File: src/rtl/sin_phase_gen.sv
// Phase-accumulator oscillator front end: converts the accumulated phase to an
// IEEE-754 single-precision angle and sequences a downstream sin unit.
module sin_phase_gen (
    input  logic        clk,
    input  logic        reset,
    input  logic        sample_req,
    input  logic [31:0] freq_step,
    input  logic [3:0]  prec_in,
    input  logic        sin_done,
    output logic [31:0] theta,
    output logic [3:0]  prec,
    output logic        sin_reset,
    output logic        busy,
    output logic        sample_done,
    output logic        dropped
);

    typedef enum logic [2:0] {IDLE, MUL, NORM, LOAD, RUN} state_t;

    localparam logic [30:0] PI_Q = 31'h6487ED51;

    state_t      state_q, state_d;
    logic [31:0] phase_q, phase_d;
    logic [31:0] samp_q, samp_d;
    logic [3:0]  prec_q, prec_d;
    logic [62:0] prod_q, prod_d;
    logic [5:0]  msb_q, msb_d;
    logic [22:0] mant_q, mant_d;
    logic        nz_q, nz_d;
    logic [31:0] theta_q, theta_d;
    logic        drop_q, drop_d;

    logic [31:0] mag;
    logic [5:0]  lead;
    logic [7:0]  expo;

    always_comb begin
        state_d     = state_q;
        phase_d     = phase_q;
        samp_d      = samp_q;
        prec_d      = prec_q;
        prod_d      = prod_q;
        msb_d       = msb_q;
        mant_d      = mant_q;
        nz_d        = nz_q;
        theta_d     = theta_q;
        drop_d      = drop_q;
        sample_done = 1'b0;

        // |-2^31| stays 0x80000000, which is correct as an unsigned magnitude
        mag  = samp_q[31] ? (~samp_q + 32'd1) : samp_q;
        expo = {2'b00, msb_q} + 8'd67;

        lead = '0;
        for (int unsigned i = 0; i < 63; i++) begin
            if (prod_q[i]) lead = i[5:0];
        end

        if (sample_req && state_q != IDLE) drop_d = 1'b1;

        case (state_q)
            IDLE: begin
                if (sample_req) begin
                    samp_d  = phase_q;
                    prec_d  = prec_in;
                    phase_d = phase_q + freq_step;
                    state_d = MUL;
                end
            end
            MUL: begin
                prod_d  = {31'b0, mag} * {32'b0, PI_Q};
                state_d = NORM;
            end
            NORM: begin
                msb_d   = lead;
                mant_d  = 23'((prod_q << (6'd62 - lead)) >> 39);
                nz_d    = |prod_q;
                state_d = LOAD;
            end
            LOAD: begin
                theta_d = nz_q ? {samp_q[31], expo, mant_q} : '0;
                state_d = RUN;
            end
            RUN: begin
                if (sin_done) begin
                    sample_done = 1'b1;
                    state_d     = IDLE;
                end
            end
            default: state_d = IDLE;
        endcase
    end

    always_ff @(posedge clk) begin
        if (reset) begin
            state_q <= IDLE;
            phase_q <= '0;
            samp_q  <= '0;
            prec_q  <= '0;
            prod_q  <= '0;
            msb_q   <= '0;
            mant_q  <= '0;
            nz_q    <= 1'b0;
            theta_q <= '0;
            drop_q  <= 1'b0;
        end else begin
            state_q <= state_d;
            phase_q <= phase_d;
            samp_q  <= samp_d;
            prec_q  <= prec_d;
            prod_q  <= prod_d;
            msb_q   <= msb_d;
            mant_q  <= mant_d;
            nz_q    <= nz_d;
            theta_q <= theta_d;
            drop_q  <= drop_d;
        end
    end

    assign theta     = theta_q;
    assign prec      = prec_q;
    assign busy      = (state_q != IDLE);
    assign sin_reset = (state_q != RUN);
    assign dropped   = drop_q;

endmodule

File: config.mk
export PLATFORM = sky130hd
export DESIGN_NAME = sin_phase_gen
export DESIGN_NICKNAME = d
export VERILOG_FILES = /design/src/rtl/sin_phase_gen.sv
export SDC_FILE = /design/constraint.sdc
export NUM_CORES = 2
export LEC_CHECK = 0
export CAP_MARGIN = 20
export CORE_AREA = 2 2 316 318
export CTS_BUF_LIST = sky130_fd_sc_hd__clkbuf_4
export CTS_CLUSTER_DIAMETER = 30
export CTS_CLUSTER_SIZE = 8
export DETAILED_ROUTE_END_ITERATION = 12
export DIE_AREA = 0 0 318 320
export GPL_TIMING_DRIVEN = 0
export HOLD_SLACK_MARGIN = 0.08
export PLACE_DENSITY_LB_ADDON = 0.1
export SETUP_SLACK_MARGIN = 0.15
export SLEW_MARGIN = 20
export SYNTH_ARGS = -nofsm -noshare
export SYNTH_HDL_FRONTEND = slang
export SYNTH_SLANG_ARGS = --single-unit
File: constraint.sdc
create_clock -name clk -period 21.6 [get_ports clk]
set_input_delay 2.16 -clock clk [delete_from_list [all_inputs] [get_ports clk]]
set_output_delay 2.16 -clock clk [all_outputs]
set_load 0.02 [all_outputs]
# Yosys cells after proc, flatten, opt, wreduce, memory -nomap -nowiden
# Cells that the tools add are included.
# classes
add_sub_neg	4
n_mul	1
eq_ne	7
n_shift	1
muxes	69
n_bitwise	1
n_reduce_logical	6
# op_table
op	count
6-bit 2-to-1 mux	60
32-bit 2-to-1 mux	2
32-bit by 31-bit multiplier with 63-bit output, second input constant	1
63-bit OR reduction	1
63-bit by 6-bit << shifter with 62-bit output	1
32-bit by 1-bit adder with 32-bit output, second input constant	1
32-bit adder	1
32-bit inverter	1
3-bit case mux with 5 select lines	1
6-bit by 7-bit adder with 8-bit output, second input constant	1
3-bit by 2-bit == test with 1-bit output, second input constant	2
3-bit 2-to-1 mux	2
6-bit subtractor, first input constant	1
2-bit inequality test, second input constant	2
2-bit AND reduction	2
3-bit by 1-bit == test with 1-bit output, second input constant	1
3-bit == test, second input constant	1
3-bit logical NOT	1
1-bit 2-to-1 mux	3
3-bit inequality test, second input constant	1
3-bit nonzero test	1
2-bit 2-to-1 mux	1
1-bit logical AND	1
# totals
reg_bits	197
input_bits	40
output_inout_bits	40
elab_cells	99

# Depth between registers and ports, before layout
# logic_depth
ltp_word	64
depth_mapped	38
mapped_depth_nobuf	38

# Worst setup path before layout
# No wires, ideal clock.
# synth_path
kind	register to register
start	register samp_q[0]
end	register prod_q[54]
setup_time_ns	0.124
t_arrival_ns	9.695
required_ns	21.476
path_slack_ns	11.781
stages_incl_launch_ff	34
n_path_buf	0
period_less_slack_ns	9.819
cell_sequence	dfxtp_1 -> or3_1 -> nand2b_1 -> or4_1 -> or3_1 -> or4_1 -> or2_1 -> o41ai_1 -> xnor2_1 -> inv_1 -> fa_1 -> inv_1 -> fa_1 -> inv_1 -> fa_1 -> inv_1 -> ha_1 -> inv_1 -> fa_1 -> fa_1 -> inv_1 -> fa_1 -> ha_1 -> ha_1 -> a2111oi_0 -> nand2_1 -> or4_1 -> a21oi_1 -> nor2_1 -> a41o_1 -> a221o_1 -> a41oi_1 -> xor2_1 -> o21ai_1
# synth_via
elab_chain_cells	4
# synth_rtl
element	line	rtl
from (decl)	24	logic [31:0] samp_q, samp_d;
from (signal assigned)	109	samp_q <= samp_d;
32-bit inverter	51	mag = samp_q[31] ? (~samp_q + 32'd1) : samp_q;
32-bit by 1-bit adder with 32-bit output	51	
32-bit 2-to-1 mux *	51	
32-bit by 31-bit multiplier with 63-bit output *	71	prod_d = {31'b0, mag} * {32'b0, PI_Q};
to (signal assigned)	111	prod_q <= prod_d;
to (decl)	26	logic [62:0] prod_q, prod_d;
# Every way passes the cells marked *; elsewhere a longest branch is shown, timed or not.
# A chain may end at the register's enable or synchronous reset.

# Worst setup path after layout
# Same ends and word-level chain as after synthesis.

==> impl_metrics.yaml <==
run_status:
  status: "complete, no violations"
clocking:
  clk_pin_slew_ns: 0.23
  post_cts_buffers: 0
  tritoncts: "done"
  numCtsBuffers: 17
  cts.repair.resized: 0
  cts.sinks: 197
  h-tree-depth: 4
  root_buffer: "clkbuf_4"
  clk-insertion-delay-late_ns: 0.78
  cts_hold_buf: 0
  clk_path_buf_depth: 2
timing:
  min_period_ns: 11.94
  rsz0062_at_grt: "no"
  tightest_slew_ns: 1.10
  fmax_mhz: 83.8
  fin_crit_sh_pct: 55.3
  worst_slack_ns: 9.66
  hold_viol_final: 0
  fin_skew_ns: 0.0469
  tns_ns: 0
  drv_slew: 0
  setup_violations: 0
  maxSlewHeadroom_pct: 26.5
worst_setup_path:
  max_stage_delay_ns: 0.68
  cp.depth: 33
  endpoint_kind: "flip-flop"
  required_ns: 22.25
  rrSetupSlack_ns: 9.66
  critPathBufInv: 6
  arrival_ns: 12.59
  critPathSlowestCell: "fa_1"
  cp_top_family: "adder cells"
  r2r_cells: 33
  cp_max_fo: 13
  r2r_end: "prod_q[54]"
  critPathLaunchType: "flip-flop"
  rr_startpoint: "samp_q[0]"
  critPathKind: "reg2reg"
die:
  die_x_um: 318
  core_area_um2: 98000
  pin_count: 80
  rows: 115
  die_h_um: 320
  start_util_pct: 30.0
  dieArea_um2: 102000
synthesis:
  ys_seq_elements: 197
  syn-num-nets: 4166
  synthTopCellsByArea: "fa_1, ha_1, dfxtp_1"
  yosysWarnings: 0
  synth-main-ff-cell: "dfxtp_1"
  synthDominantCellAreaShare_pct: 24.6
  synth_top_area_cell: "fa_1"
  syn_area_um2: 29400
  async_reset_ff_share_pct: 0
  synth_edf_count: 0
  yosysUniqueCellTypes: 90
  synth_seq_area_share_pct: 13.4
  syn_avg_cell_area_um2: 8.74
  syn_inst: 3362
detailed_routing:
  vias_per_cell: 4.98
  drc: 0
  final_antenna_net_count: 0
  via_count: 23793
  wire_per_inst_um: 21.8
  drt_iter0_drc: 1359
  drtPass1Iterations: 5
  wl_um: 104000
hold_path:
  hold_depth: 2
  worstHoldStart: "theta[14]"
  hp-class: "reg2reg"
  holdPathEnd: "theta[14]"
cells_and_area:
  final_common_cell: "inv_1"
  nNetsFinal: 4281
  layout-drive-gt1-share_pct: 4.90
  area_growth_pct: 10.8
  final_cell_mix: "inv_1, ha_1, fa_1, nand2_1, a21oi_1"
global_route:
  grt_max_degree: 26
  grt_pass1_vias: 24367
  antenna_found_initial: 2
  grt_overflow: 0
  track_usage_pct: 20.5
  grt_pass1_wl_um: 158000
run:
  drv_cap: 0
placement:
  place_ws_ns: 9.51
  dp_hpwl_um: 89000
  routabilityCongestion: 0.927
  port_buffers: 79
-- worst register-to-register path, delay by kind of cell, from the launching register on --
family          cells  cell delay, ns
xor+xnor            2            0.64
compound gates      7            2.57
simple gates        9            3.23
buf+inv             6            0.71
fa+ha+maj           9            4.02
flops               1            0.67
-- routing by layer --
metal  part of all wire (%)  routed length, um  global-route usage (%)
met5                      0                  0                       0
met4                    2.8               2890                    5.63
met3                    2.9               3050                    1.77
met2                     46              48200                    33.8
met1                     48              50100                    28.8
-- worst max path at each step --
stage                     slack, ns       from          to
after floorplan               11.78  samp_q[0]  prod_q[54]
after global placement         9.18  samp_q[0]  prod_q[54]
after detailed placement       9.51  samp_q[0]  prod_q[54]
after CTS                      9.44  samp_q[0]  prod_q[54]
after global routing           9.00  samp_q[0]  prod_q[54]
final                          9.66  samp_q[0]  prod_q[54]
-- synthesized netlist by cell type (all sizes together), types with 15 or more instances --
| library cell | instances |
|---|---|
| xnor2 | 84 |
| o21a | 26 |
| mux4 | 19 |
| nor2 | 150 |
| dfxtp | 197 |
| o31ai | 25 |
| nor4 | 25 |
| clkbuf | 113 |
| nand2b | 23 |
| or3 | 27 |
| fa | 361 |
| o21ai | 102 |
| ha | 403 |
| mux2i | 99 |
| inv | 543 |
| nor3 | 51 |
| a21oi | 262 |
| nand2 | 354 |
| nand3 | 61 |
| a21o | 47 |
| a211oi | 27 |
| o211ai | 24 |
| o22ai | 34 |
| buf | 44 |
| xor2 | 31 |
| a31oi | 15 |
-- kinds of logic (layout without fill, tap and decap cells) --
logic type               Yosys count  after routing  synth area share, %
other                              0              5                    0
AO/OA/AOI/OAI                    685            685                 14.9
buffers and inverters            700            828                 9.33
flip-flops                       197            197                 13.4
XOR/XNOR                         115            115                 3.43
AND/OR/NAND/NOR                  774            774                 12.0
multiplexers                     127            127                 5.17
adder cells (fa/ha/maj)          764            764                 41.8
-- registers in the layout, summed over array words and instances (netlist names) --
signal   count
dropped      1
mant_q      23
msb_q        6
nz_q         1
phase_q     32
prec         4
prod_q      63
samp_q      32
state_q      3
theta       32
-- area by class of cell --
type                    count  area, um^2
diodes                      5        12.5
plain buffers             157         704
clock buffers              17         128
clock inverters            15         236
fillers                 10416       65400
inverters                 543        2040
multi-input cells        2465       22900
flip-flops and latches    197        3940
well taps                1287        1610
repair buffers             96         990
-- metrics by stage --
stage	instance area, um^2	utilization (%)	cells	hold slack (ns)
2_1_floorplan	29400	-	3362	0.436
3_3_place_gp	31800	32.4	4728	0.440
3_5_place_dp	32200	32.8	4745	0.444
4_1_cts	32500	33.2	4777	0.468
5_1_grt	32600	33.2	4781	0.473
6_report	32600	33.2	4782	0.465
Power is left out: the tool's default activity adds up to more than one toggle a clock period on the data nets, which glitch-free logic cannot reach.
